<file path="src/rtl/queue_write_control_pkg.sv">
// Shared queue geometry for the result queue.
// Both the write-side and read-side controllers import these values so that
// depth, pointer width and the almost-full threshold always agree.
package queue_write_control_pkg;

  localparam int QUEUE_DEPTH       = 16;
  localparam int QUEUE_ADDR_W      = 4;
  localparam int QUEUE_AFULL_LEVEL = 14;

  // Sanity helper: true when d is a power of two and at least 4.
  function automatic bit depth_ok(input int d);
    return (d >= 4) && ((d & (d - 1)) == 0);
  endfunction

endpackage

</file>
<file path="src/rtl/queue_write_control_occupancy_counter.sv">
// Up/down occupancy counter for the result queue.
// Saturates at 0 and DEPTH, and registers full / almost_full / empty
// computed from the next-state count so the flags line up with count.
//
// Ports:
//   i_clk, i_rst       clock, synchronous active-high reset
//   i_inc              one entry written this cycle
//   i_dec              one entry read this cycle
//   o_count            occupancy 0..DEPTH
//   o_full             count == DEPTH
//   o_almost_full      count >= AFULL_LEVEL
//   o_empty            count == 0
module occupancy_counter
  import queue_write_control_pkg::*;
#(
  parameter int DEPTH       = QUEUE_DEPTH,
  parameter int ADDR_W      = QUEUE_ADDR_W,
  parameter int AFULL_LEVEL = QUEUE_AFULL_LEVEL
) (
  input  logic              i_clk,
  input  logic              i_rst,
  input  logic              i_inc,
  input  logic              i_dec,
  output logic [ADDR_W:0]   o_count,
  output logic              o_full,
  output logic              o_almost_full,
  output logic              o_empty
);

  localparam logic [ADDR_W:0] LP_DEPTH = (ADDR_W + 1)'(DEPTH);
  localparam logic [ADDR_W:0] LP_AFULL = (ADDR_W + 1)'(AFULL_LEVEL);

  logic [ADDR_W:0] r_count;
  logic            r_full;
  logic            r_almost_full;
  logic            r_empty;
  logic [ADDR_W:0] w_count_nxt;

  // Simultaneous inc and dec cancel; saturation guards both ends.
  always_comb begin
    w_count_nxt = r_count;
    if (i_inc && !i_dec && (r_count != LP_DEPTH)) begin
      w_count_nxt = r_count + (ADDR_W + 1)'(1);
    end else if (i_dec && !i_inc && (r_count != '0)) begin
      w_count_nxt = r_count - (ADDR_W + 1)'(1);
    end
  end

  always_ff @(posedge i_clk) begin
    if (i_rst) begin
      r_count       <= '0;
      r_full        <= 1'b0;
      r_almost_full <= 1'b0;
      r_empty       <= 1'b1;
    end else begin
      r_count       <= w_count_nxt;
      r_full        <= (w_count_nxt == LP_DEPTH);
      r_almost_full <= (w_count_nxt >= LP_AFULL);
      r_empty       <= (w_count_nxt == '0);
    end
  end

  assign o_count       = r_count;
  assign o_full        = r_full;
  assign o_almost_full = r_almost_full;
  assign o_empty       = r_empty;

endmodule

</file>
<file path="src/rtl/queue_write_control.sv">
// Write-side controller for the comparator's result queue.
// Accepts single-cycle push requests, issues a write strobe with the current
// write pointer whenever the queue has room, tracks occupancy together with
// the read side's rd_en and keeps a sticky overflow flag.
//
// Ports:
//   i_clk, i_rst       clock, synchronous active-high reset
//   i_push             write request (one entry per asserted cycle)
//   i_rd_en            read strobe from the read-side controller
//   i_clr_ovf          clears the sticky overflow flag
//   o_wr_en            write strobe to storage (combinational)
//   o_wr_addr          write pointer (registered)
//   o_count            occupancy 0..DEPTH (registered)
//   o_full             queue full (registered)
//   o_almost_full      occupancy >= AFULL_LEVEL (registered)
//   o_empty            queue empty (registered)
//   o_ovf              sticky: push attempted while full
module queue_write_control
  import queue_write_control_pkg::*;
#(
  parameter int DEPTH       = QUEUE_DEPTH,
  parameter int ADDR_W      = QUEUE_ADDR_W,
  parameter int AFULL_LEVEL = QUEUE_AFULL_LEVEL
) (
  input  logic              i_clk,
  input  logic              i_rst,
  input  logic              i_push,
  input  logic              i_rd_en,
  input  logic              i_clr_ovf,
  output logic              o_wr_en,
  output logic [ADDR_W-1:0] o_wr_addr,
  output logic [ADDR_W:0]   o_count,
  output logic              o_full,
  output logic              o_almost_full,
  output logic              o_empty,
  output logic              o_ovf
);

  logic [ADDR_W-1:0] r_wr_addr;
  logic              r_ovf;
  logic              w_wr_en;
  logic              w_full;
  logic              w_refused;

  // No bypass: a push while full is refused even if a read frees a slot in
  // the same cycle. Reset also masks the strobe so storage is never written
  // on the reset edge.
  assign w_wr_en   = i_push & ~w_full & ~i_rst;
  assign w_refused = i_push & w_full;

  occupancy_counter #(
    .DEPTH       (DEPTH),
    .ADDR_W      (ADDR_W),
    .AFULL_LEVEL (AFULL_LEVEL)
  ) u_occupancy_counter (
    .i_clk         (i_clk),
    .i_rst         (i_rst),
    .i_inc         (w_wr_en),
    .i_dec         (i_rd_en),
    .o_count       (o_count),
    .o_full        (w_full),
    .o_almost_full (o_almost_full),
    .o_empty       (o_empty)
  );

  always_ff @(posedge i_clk) begin
    if (i_rst) begin
      r_wr_addr <= '0;
      r_ovf     <= 1'b0;
    end else begin
      // Pointer wraps DEPTH-1 -> 0 through natural ADDR_W overflow.
      if (w_wr_en) begin
        r_wr_addr <= r_wr_addr + ADDR_W'(1);
      end
      // A fresh overflow beats a simultaneous clear.
      if (w_refused) begin
        r_ovf <= 1'b1;
      end else if (i_clr_ovf) begin
        r_ovf <= 1'b0;
      end
    end
  end

  assign o_wr_en   = w_wr_en;
  assign o_wr_addr = r_wr_addr;
  assign o_full    = w_full;
  assign o_ovf     = r_ovf;

endmodule

</file>
<file path="config.mk">
export PLATFORM = sky130hd
export DESIGN_NAME = queue_write_control
export DESIGN_NICKNAME = d
export VERILOG_FILES = /design/src/rtl/queue_write_control_pkg.sv /design/src/rtl/queue_write_control_occupancy_counter.sv /design/src/rtl/queue_write_control.sv
export SDC_FILE = /design/constraint.sdc
export NUM_CORES = 1
export LEC_CHECK = 0
export CAP_MARGIN = 5
export CORE_MARGIN = 10
export CORE_UTILIZATION = 25
export DETAILED_ROUTE_END_ITERATION = 8
export SKIP_CTS_REPAIR_TIMING = 1
export SYNTH_ARGS = -nofsm -noshare
export SYNTH_HDL_FRONTEND = slang
export SYNTH_HIERARCHICAL = 1
export SYNTH_SLANG_ARGS = --single-unit
</file>
<file path="constraint.sdc">
create_clock -name i_clk -period 6.1 [get_ports i_clk]
set_clock_uncertainty 0.05 [all_clocks]
set_input_delay 1.83 -clock i_clk [delete_from_list [all_inputs] [get_ports i_clk]]
set_output_delay 1.83 -clock i_clk [all_outputs]
set_load 0.005 [all_outputs]
</file>
### Word level (Yosys, flattened, before mapping)

Index checks and enable logic that the tools add are counted.

| storage, ports and cells | value |
|---|---|
| flip-flop bits (word level) | 13 |
| output and inout bits | 14 |

| cells by class | value |
|---|---|
| $add $sub $neg | 3 |
| order comparisons | 1 |
| eq/ne operators | 2 |
| multiplexer cells | 4 |
| bitwise logic cells | 5 |
| reductions and logical operators | 9 |

Operators by type and width:

| operator | number |
|---|---|
| 2-to-1 mux 5 bit | 2 |
| adder 5 x 1 -> 5 bit (second input constant) | 1 |
| == test 5 bit (second input constant) | 1 |
| greater-or-equal comparator 5 x 4 -> 1 bit (second input constant) | 1 |
| logical NOT 5 bit | 1 |
| != test 5 bit (second input constant) | 1 |
| nonzero test 5 bit | 1 |
| subtractor 5 x 1 -> 5 bit (second input constant) | 1 |
| adder 4 x 1 -> 4 bit (second input constant) | 1 |
| logical AND 1 bit | 4 |
| AND 1 bit | 3 |
| logical NOT 1 bit | 2 |
| 2-to-1 mux 1 bit | 2 |
| NOT 1 bit | 2 |
| nonzero test 2 bit | 1 |

### Longest topological paths before layout

Gate-level depths: netlist of run 1.

| logic depth | value |
|---|---|
| word-level depth | 9 |
| depth in mapped cells | 6 |
| mapped depth without buffers | 6 |

### Hierarchy

Netlist of run 1, hierarchy kept.

By module, submodules not included:

| module | times used | cells an instance | area an instance (um^2) | seq. area each (um^2) |
|---|---|---|---|---|
| occupancy_counter | 1 | 61 | 590.6 | 160.2 |
| queue_write_control | 1 | 24 | 217.7 | 100.1 |

### Worst setup path before layout of run 1

OpenSTA, ideal clock, no wires.

| timing | value |
|---|---|
| path type | input-to-output |
| start | in i_push |
| end | out o_wr_en |
| arrival time | 2208 ps |
| setup slack | 2012 ps |
| stages | 2 |
| path buffers | 0 |
| cell sequence | nand2b_4 -> nor2_1 |

| on the way | value |
|---|---|
| word-level cells in the longest chain between the ends | 2 |

Ends and longest elaborated chain:

| element | line | text |
|---|---|---|
| start, declared | queue_write_control.sv:27 | `input logic i_push,` |
| AND 1 bit (2 in series) | queue_write_control.sv:48 | `assign w_wr_en = i_push & ~w_full & ~i_rst;` |
| end, declared | queue_write_control.sv:30 | `output logic o_wr_en,` |

No other way between the ends.

### Worst setup path in the final report of run 1

| timing | value |
|---|---|
| start | in i_rst |
| end | out o_wr_en |

| on the way | value |
|---|---|
| word-level cells in the longest chain between the ends | 2 |

Ends and longest elaborated chain:

| element | line | text |
|---|---|---|
| start, declared | queue_write_control.sv:26 | `input logic i_rst,` |
| NOT 1 bit | queue_write_control.sv:48 |  |
| AND 1 bit | queue_write_control.sv:48 |  |

No other way between the ends.

==> run metrics, run 1 <==
dpl hpwl 1.58 mm; Syn. warnings 6; # clock sinks 13; dpl cell area 1020 sq um; most common cell in the netlist dfxtp_1; Initial Util 26.3%; Max-Cap Viols 0; CTS Buffer Depth 2; outcome complete, no violations; core area 3080 sq um; initial antenna violation count 0; Critical Path End Type output pin; fraction of final layout cells with drive strength greater than 1 22.9%; Die Wd 76.9 um; Worst EP required 4.22 ns; Hold Path Class register to register; area occupied by registers 260 sq um; WL/cell 13.0 um; DRC violations left 0; IO Pins 19; DRT iter0 DRCs 28; Hold Vio Cnt, Final 0; EDFF count, synth 0; # setup viols final 0; Post-Route WL 1.94 mm; Num CTS Buffers 3; Place WS 0.670 ns; first-pass GRT wire length 3.26 mm; Slew Limit Fails 0; startpoint types input port; peak supply drop 0.139 mV; critical path class input port to output pin; top post-synthesis cells by count 13 x dfxtp_1, 6 x a21oi_1, 6 x nand2_1, 5 x nor2_1; Via density 4.55; PD cells 332 nW/um^2; Critical Path Fanout Max 10; fill cell total of the finished layout 321; RSZ-0062 raised after global routing false; Fmax 185 MHz; asr flop ratio synth 0%; minimum clock period 5.40 ns; gr usage total 6.57%; full die area 5910 sq um; Data arrival, critical path 3.52 ns; number of global-route vias before repair 692; Area Overhead vs Synth 30.2%; P_leak 0.000392 uW; Syn Inst Count 85; clock transition at the registers of the reported paths 0.08 ns; Root Buffer clkbuf_4; area of the multi-input gates 518 sq um; cell area after synthesis 808 sq um; post-synth top area cell dfxtp_1; die height 76.9 um; Port Buffers 18; ANT cells 0; ANT nets after route 0; worst slew pin tran 0.601 ns; Area contributors post-synth dfxtp_1 32%, ha_1 4.6%, a21oi_1 3.7%, nand2_1 2.8%, nor2_1 2.3%; CTS tree yes; drt pass-1 iters 3; Final Util 34.2%; register area share after synthesis 32.2%; largest net degree at the start of global routing 12; routability cong. 0.765; H-tree levels 1; FF+latch count, synth 13; Design Area, Final 1050 sq um; setup TNS 0 ns; hold_ws 0.427 ns; Synth Flop Type dfxtp_1; setup slack after layout 0.695 ns; via count 678; post-synth top area share 32.2%; Yosys cell types 42; final period utilization 88.6%; Nets 114; syn_nets 93; Slew headroom 59.7%; worst-skew pair later-pin latency 0.27 ns; row count 20; total grt overflow 0; Mapped Avg Cell Area 9.51 sq um
-- sequential cells by signal, summed over array words and instances (netlist names) --
signal,count
u_occupancy_counter/o_empty,1
o_wr_addr,4
u_occupancy_counter/o_count,5
u_occupancy_counter/o_almost_full,1
o_ovf,1
u_occupancy_counter/o_full,1
-- worst max-delay path, cell delays in order --
cell and delay, ns:
clkdlybuf4s50_1 0.60, nor2_1 0.49, clkdlybuf4s50_1 0.60
-- routing by layer --
layer / up-vias / global-route usage, % / wire (um)
met5: - / 0 / 0
met4: 0 / 0.558 / 0
met3: 0 / 3.61 / 88
met2: 9 / 9.87 / 860
met1: 315 / 8.28 / 992
li1: 354 / - / -
-- cells in the final DEF (no fill, tap or decap), types with 3 or more instances in the layout --
cell type         n
nor2_1            5
inv_1             3
o21ai_0           3
dfxtp_1          13
a21oi_1           6
clkdlybuf4s50_1  18
nor2b_1           3
clkbuf_4          3
nand2_1           6
ha_1              3
-- per-stage QoR --
stage                     power [uW]  instances
after floorplan                  240         85
after global placement           292        145
after detailed placement         295        145
after CTS                        349        149
after global routing             371        149
final                            349        149
-- final cells by class --
cell class	instances	share of cell area [%]
Timing Repair Buffer	18	17.1
Sequential cell	13	24.7
Clock inverter	1	0.476
Tap cell	44	5.23
Inverter	3	1.07
Clock buffer	3	2.14
Multi-Input combinational cell	67	49.2
-- path summary, 6_finish.rpt --
kind,slack [ns],from,end,cells after the start
worst min register to register,0.43,o_ovf$_SDFFE_PP0P_,o_ovf$_SDFFE_PP0P_,2
worst min-delay path,0.43,o_ovf$_SDFFE_PP0P_,o_ovf$_SDFFE_PP0P_,2
worst max-delay path,0.70,i_rst,o_wr_en,3
worst max register to register,3.89,u_occupancy_counter/o_full$_SDFF_PP0_,u_occupancy_counter/o_full$_SDFF_PP0_,6
-- power by group --
group	leakage, uW	switching, uW	internal (uW)	total [uW]
clock network	0.0000177	29.0	24.3	53.3
logic	0.000268	86.1	90.5	177
registers	0.000106	20.5	98.5	119
-- cells by family (layout without fill, tap and decap cells) --
family,Yosys count,count (layout),synth area share (%)
simple gates,41,41,35.4
xor+xnor,4,4,4.34
flops,13,13,32.2
fa+ha+maj,3,3,4.64
compound gates,19,19,19.7
buf+inv,5,25,3.72
Note: power is estimated with default switching activity, not from simulation.
==> run 2, diff against run 1 <==
--- a/config.mk
+++ b/config.mk
@@ -9,6 +9,7 @@
 export CORE_MARGIN = 10
 export CORE_UTILIZATION = 25
 export DETAILED_ROUTE_END_ITERATION = 8
+export GPL_TIMING_DRIVEN = 0
 export SKIP_CTS_REPAIR_TIMING = 1
 export SYNTH_ARGS = -nofsm -noshare
 export SYNTH_HDL_FRONTEND = slang
==> run metrics, run 2 (synthesized netlist as in run 1, its figures left out) <==
outcome complete, no violations; Critical Path End Type output pin; Fmax 183 MHz; startpoint types input port; drt pass-1 iters 4; IO Pins 19; setup slack after layout 0.650 ns; Port Buffers 18; Hold Path Class register to register; DRC violations left 0; worst slew pin tran 0.600 ns; worst-skew pair later-pin latency 0.28 ns; Slew headroom 59.8%; # clock sinks 13; Num CTS Buffers 3; Root Buffer clkbuf_4; Data arrival, critical path 3.57 ns; first-pass GRT wire length 3.01 mm; clock transition at the registers of the reported paths 0.08 ns; PD cells 327 nW/um^2; routability cong. 0.875; fraction of final layout cells with drive strength greater than 1 24.3%; critical path class input port to output pin; Critical Path Fanout Max 10; Worst EP required 4.22 ns; CTS Buffer Depth 2; gr usage total 6.29%; setup TNS 0 ns; dpl hpwl 1.48 mm; die height 76.9 um; ANT cells 0; Via density 4.60; number of global-route vias before repair 647; Initial Util 26.3%; minimum clock period 5.45 ns; Post-Route WL 1.85 mm; highest-count cells in the layout ignoring fill and taps 18 x clkdlybuf4s50_1, 13 x dfxtp_1, 6 x a21oi_1, 6 x nand2_1, 5 x nor2_1; Area Overhead vs Synth 32.5%; row count 20; RSZ-0062 raised after global routing false; Place WS 0.629 ns; peak supply drop 0.150 mV; largest net degree at the start of global routing 11; full die area 5910 sq um; Tot Pwr 350 uW; ANT nets after route 0; DRT iter0 DRCs 43; Nets 116; Largest register FFs 5; Slew Limit Fails 0; via count 695; WL/cell 12.3 um; Die Wd 76.9 um; Hold Vio Cnt, Final 0; most common cell after layout, fill and taps aside clkdlybuf4s50_1; total grt overflow 0; H-tree levels 1; Final Util 34.8%; P_leak 0.000404 uW; CTS tree yes; Max-Cap Viols 0; final period utilization 89.3%; hold_ws 0.419 ns; core area 3080 sq um; # setup viols final 0; initial antenna violation count 0
==> run 2: cell count changes in the layout (fill, tap and decap cells not counted) <==
| cell | before | now |
|---|---|---|
| buf_6 | 0 | 1 |
| buf_4 | 0 | 1 |
==> run 2: power breakdown <==
part	total [uW]	internal [uW]	switching (uW)	leakage (uW)
clock network	53.7	24.3	29.4	0.0000177
registers	114	98.5	15.8	0.000106
logic	182	94.2	87.8	0.000280
==> run 2: path summary, 6_finish.rpt <==
check | to | slack [ns] | cells past startpoint | startpoint
setup reg to reg | u_occupancy_counter/o_full$_SDFF_PP0_ | 3.90 | 6 | u_occupancy_counter/o_full$_SDFF_PP0_
hold / removal | o_ovf$_SDFFE_PP0P_ | 0.42 | 2 | o_ovf$_SDFFE_PP0P_
setup / recovery | o_wr_en | 0.65 | 3 | i_rst
hold reg to reg | o_ovf$_SDFFE_PP0P_ | 0.42 | 2 | o_ovf$_SDFFE_PP0P_
==> run 2: cell type report <==
type,count,area [sq um]
repair buffers,18,180
inverters,3,11.3
multi-input cells,67,518
clock buffers,3,22.5
flip-flops and latches,13,260
clock inverters,1,5.00
well taps,44,55.1
fillers,312,2010
plain buffers,2,18.8
==> run 2: worst max-delay path, cell delays in order <==
cell and delay (ns):
clkdlybuf4s50_1 0.62, nor2_1 0.51, clkdlybuf4s50_1 0.61
==> run 2: routing by layer <==
| metal | up-vias | global-route usage [%] | routed length [um] |
|---|---|---|---|
| li1 | 355 | - | - |
| met1 | 320 | 7.10 | 836 |
| met2 | 16 | 9.87 | 859 |
| met3 | 4 | 3.26 | 133 |
| met4 | 0 | 2.23 | 21 |
| met5 | - | 0 | 0 |
==> run 2: through the flow <==
| stage | instance area [sq um] | instances |
|---|---|---|
| after global routing | 1070 | 151 |
| after detailed placement | 1040 | 147 |
| after global placement | 1040 | 147 |
| final | 1070 | 151 |
| after floorplan | 808 | 85 |
| after CTS | 1070 | 151 |
==> edit 1, RTL diff (config.mk and constraints of run 1) <==
`QUEUE_ADDR_W`: 4 -> 3.
--- a/src/rtl/queue_write_control_pkg.sv
+++ b/src/rtl/queue_write_control_pkg.sv
@@ -5,5 +5,5 @@
 
   localparam int QUEUE_DEPTH       = 16;
-  localparam int QUEUE_ADDR_W      = 4;
+  localparam int QUEUE_ADDR_W      = 3;
   localparam int QUEUE_AFULL_LEVEL = 14;
 
Interface: changed (resized o_count and o_wr_addr); port bits go from 19 to 17. The function was not compared with the original's and may differ.
==> edit 1 against run 1 <==
- power is 7.0% lower
- via count is 23% lower
- critical endpoint unchanged
- area after synthesis is 24% lower
- worst setup slack worse by 0.034 ns
- largest power group unchanged
- utilization is 1.9 points higher
- combinational power is 8% lower
- final area is 22% lower
- largest cell class unchanged
- sequential cell count is 2 lower
- routed wire length is 28% lower
==> edit 1: results (changes against run 1) <==
Hold path
  • HP Start: o_ovf (unchanged)
  • Hold Path Class: flop to flop (unchanged)
  • Hold path depth: 2 (unchanged)

CTS
  • Skew-Pair Late Insertion Delay: 0.26 ns
  • Clk slew on worst S/H paths: 0.06 ns (was 0.08 ns)
  • Clock tree buffer depth: 2 (unchanged)
  • CTS Buf Count: 3 (unchanged)
  • Clk root buf: clkbuf_4 (unchanged)
  • H-tree lvl count: 1 (unchanged)

Synth
  • FFs w/ async S/R, synth: 0% (unchanged)
  • Post-Syn Instances: 62 (was 85)
  • Area contributors post-synth: dfxtp_1, ha_1, nor2_1 (was dfxtp_1, ha_1, a21oi_1)
  • Register area share after synthesis: 36.0% (was 32.2%)
  • Yosys cell types: 33 (was 42)
  • Synthesized Nets: 70 (was 93)
  • Synth Warn #: 6 (unchanged)
  • Most frequent cells after synthesis: dfxtp_1, nor2_1 (was dfxtp_1, a21oi_1, nand2_1)

Route
  • DRT Pass-1 Iters: 4 (was 3)
  • Detailed-route wire length per cell: 12.9 um (was 13.0 um)
  • Vias/cell: 4.76 (was 4.55)
  • WL final: 1.40 mm (was 1.94 mm)
  • Iteration-0 DRC count of the detailed router: 44 (was 28)

Layout
  • Fillers: 230 (was 321)
  • Max reg flops: 4 (was 5)
  • Total Nets Final: 90 (was 114)
  • Inserted Diodes: 0 (unchanged)
  • Ratio of cells with drive above 1 in the final layout: 14.8% (was 22.9%)

Power and ir drop
  • P_leak: 0.291 nW (was 0.392 nW)
  • Tot Pwr: 0.325 mW (was 0.349 mW)
  • Max rail drop VDD: 0.000191 V (was 0.000139 V)

Place
  • Port bufs: 16 (was 18)
  • DP HPWL: 1.09 mm (was 1.58 mm)
  • Placed insts: 105 (was 145)
  • Dpl ws: 0.642 ns (was 0.670 ns)
  • RD Place Congestion: 0.707 (was 0.765)

Timing
  • Max-slew violations: 0 (unchanged)
  • Slew @ Worst Pin: 0.509 ns (was 0.601 ns)

Setup path
  • WP data arrival: 3.56 ns (was 3.52 ns)
  • R2R depth: 6 (unchanged)
  • Crit path max fanout: 9 (was 10)
  • Worst r2r src: u_occupancy_counter/o_count[0] (was u_occupancy_counter/o_full)
  • Worst setup startpoint: i_push (was i_rst)

Status
  • Status: finished, final reports clean (unchanged)

Global routing
  • Vias in the first global route: 544 (was 692)
  • Largest net degree at the start of global routing: 12 (unchanged)
  • All-Layer GR Usage: 6.30% (was 6.57%)
  • First-pass GRT wire length: 2.51 mm (was 3.26 mm)
  • Initial antenna violation count: 0 (unchanged)
## edit 1: worst paths after layout
kind	to	slack (ns)
setup / recovery	o_wr_en	0.66
setup reg to reg	u_occupancy_counter/o_empty	4.00
hold reg to reg	o_ovf	0.43
hold / removal	o_ovf	0.43
## edit 1: cell families (layout without fill, tap and decap cells)
| kind of cell | after synthesis | count (layout) | share of synthesized area, % |
|---|---|---|---|
| mux | 2 | 2 | 3.27 |
| flops | 11 | 11 | 36.0 |
| fa+ha+maj | 3 | 3 | 6.14 |
| simple gates | 27 | 27 | 29.4 |
| compound gates | 12 | 12 | 17.2 |
| buf+inv | 4 | 23 | 3.68 |
| xor+xnor | 3 | 3 | 4.30 |
## edit 1: critical path, stage by stage
cell	delay (ns)
clkdlybuf4s50_1	0.49
nor2b_4	0.18
nor2b_1	0.45
clkdlybuf4s50_1	0.60
## edit 1: power breakdown
part	internal, mW	switching, mW	total [mW]
clock	0.0253	0.0221	0.0473
sequential	0.0910	0.0246	0.116
combinational	0.0914	0.0703	0.162
## edit 1: cell type report
| class | count | area [sq um] | area share, % |
|---|---|---|---|
| inverters | 3 | 11.3 | 1.37 |
| flip-flops and latches | 11 | 220 | 26.8 |
| clock buffers | 4 | 26.3 | 3.20 |
| multi-input cells | 47 | 369 | 44.9 |
| well taps | 28 | 35.0 | 4.26 |
| repair buffers | 16 | 160 | 19.5 |
## edit 1: layer usage
| layer | up-vias | routed length (um) | part of all wire [%] | GRT usage [%] |
|---|---|---|---|---|
| met1 | 238 | 647 | 46 | 7.17 |
| met5 | - | 0 | 0 | 0 |
| met3 | 2 | 76 | 5.4 | 3.00 |
| met2 | 12 | 654 | 47 | 9.78 |
| met4 | 0 | 23 | 1.6 | 2.66 |
| li1 | 267 | - | - | - |
## edit 1: metrics by stage
step           instance area, sq um  utilization [%]  hold WS (ns)
2_1_floorplan                   612                -         0.405
3_3_place_gp                    796             35.0         0.420
3_5_place_dp                    796             35.0         0.419
4_1_cts                         822             36.1         0.430
5_1_grt                         822             36.1         0.487
6_report                        822             36.1         0.425
==> edit 2, RTL diff (settings of run 1) <==
Without the edit above. Register the output `o_ovf` once more, cleared by the reset; this adds one clock of latency there. The other outputs are not delayed to match.
--- a/src/rtl/queue_write_control.sv
+++ b/src/rtl/queue_write_control.sv
@@ -85,5 +85,11 @@
   assign o_wr_addr = r_wr_addr;
   assign o_full    = w_full;
-  assign o_ovf     = r_ovf;
+  always_ff @(posedge i_clk) begin
+    if (i_rst) begin
+      o_ovf <= '0;
+    end else begin
+      o_ovf <= r_ovf;
+    end
+  end
 
 endmodule
Function: same outputs for any inputs over 10 cycles, from zero or initial values and one cycle with i_rst high; that may be too few to reach the edited logic, so the function may still have changed.
==> edit 2 against run 1 <==
- routed wire length is 2.5% lower
- final area is 4.6% higher
- power is 5.5% higher
- hold slack better by 0.0028 ns
- sequential share of layout area is 0.72 points higher
- synthesized cell count stayed put
- non-clock buffer count is 1 higher
- area after synthesis is 4.0% higher
- critical path depth is 1 higher
- utilization is 1.0 points higher
- sequential cell count is 1 higher
- via count is 3.7% higher
- worst setup slack better by 0.096 ns
- largest power group unchanged
==> edit 2: results (changes against run 1) <==
Hold path
  • HP Start: r_ovf (was o_ovf)

Route
  • Top routing layer used: met4 (was met3)
  • Iteration-0 DRC count of the detailed router: 13 (was 28)
  • Met2 WL: 875 um (was 860 um)
  • Vias/cell: 4.69 (was 4.55)
  • DRT Pass-1 Iters: 4 (was 3)
  • Detailed-route wire length per cell: 12.6 um (was 13.0 um)
  • Met3 wire length: 140 um (was 88 um)

Power and ir drop
  • Switch Pwr: 0.135 mW (was 0.136 mW)
  • Max rail drop VDD: 0.000136 V (was 0.000139 V)
  • Reg power frac: 33.9% (was 34.1%)
  • Internal cell power: 0.234 mW (was 0.213 mW)
  • P_leak: 0.429 nW (was 0.392 nW)
  • Power share of the clock group: 18.3% (was 15.3%)

Synth
  • Area contributors post-synth: dfxtp_1, ha_1, nand2b_1 (was dfxtp_1, ha_1, a21oi_1)
  • Yosys cell types: 43 (was 42)
  • Register area share after synthesis: 33.3% (was 32.2%)
  • Most frequent cells after synthesis: dfxtp_1, nand2_1, nand2b_1 (was dfxtp_1, a21oi_1, nand2_1)

Global routing
  • First-pass GRT wire length: 3.21 mm (was 3.26 mm)
  • All-Layer GR Usage: 6.23% (was 6.57%)
  • Met1 Usage GRT: 7.45% (was 8.28%)
  • Largest net degree at the start of global routing: 13 (was 12)
  • Grt met2 use: 9.70% (was 9.87%)
  • Vias in the first global route: 707 (was 692)
  • Met3 Use GR: 3.11% (was 3.61%)

Place
  • DP HPWL: 1.49 mm (was 1.58 mm)
  • Dpl cell area: 0.00106 sq mm (was 0.00102 sq mm)
  • RD Place Congestion: 0.815 (was 0.765)

Layout
  • Total Nets Final: 115 (was 114)

Status
  • Status: finished, final reports clean (unchanged)

Timing
  • Peak Freq: 0.188 GHz (was 0.185 GHz)
  • Slew margin rel.: 64.9% (was 59.7%)

Setup path
  • WP data arrival: 3.43 ns (was 3.52 ns)
  • Crit path max fanout: 12 (was 10)
-- edit 2: worst min path at each step --
stage	cells past startpoint	slack, ns	endpoint
after detailed placement	1	0.41	o_ovf
after floorplan	1	0.38	o_ovf
after CTS	2	0.43	r_ovf
after global routing	1	0.45	o_ovf
final	2	0.43	r_ovf
after global placement	2	0.41	r_ovf
-- edit 2: cell type report --
type	instances	area, sq um
Sequential cell	14	280
Inverter	3	11.3
Tap cell	44	55.1
Fill cell	326	2030
Clock buffer	4	36.3
Multi-Input combinational cell	66	531
Timing Repair Buffer	19	188
-- edit 2: metrics by stage --
stage,std cells,utilization (%)
6_report,150,35.2
5_1_grt,150,35.2
4_1_cts,150,35.2
3_5_place_dp,146,34.0
3_3_place_gp,146,34.0
2_1_floorplan,85,-
-- edit 2: cell families after synthesis --
family / share of synthesized area, %
muxes: 2.38
buffers and inverters: 3.57
xor gates and xnor gates: 3.13
DFF: 33.3
and+or+nand+nor: 35.4
adders and majority gates: 4.46
AOI/OAI and AO/OA: 17.7
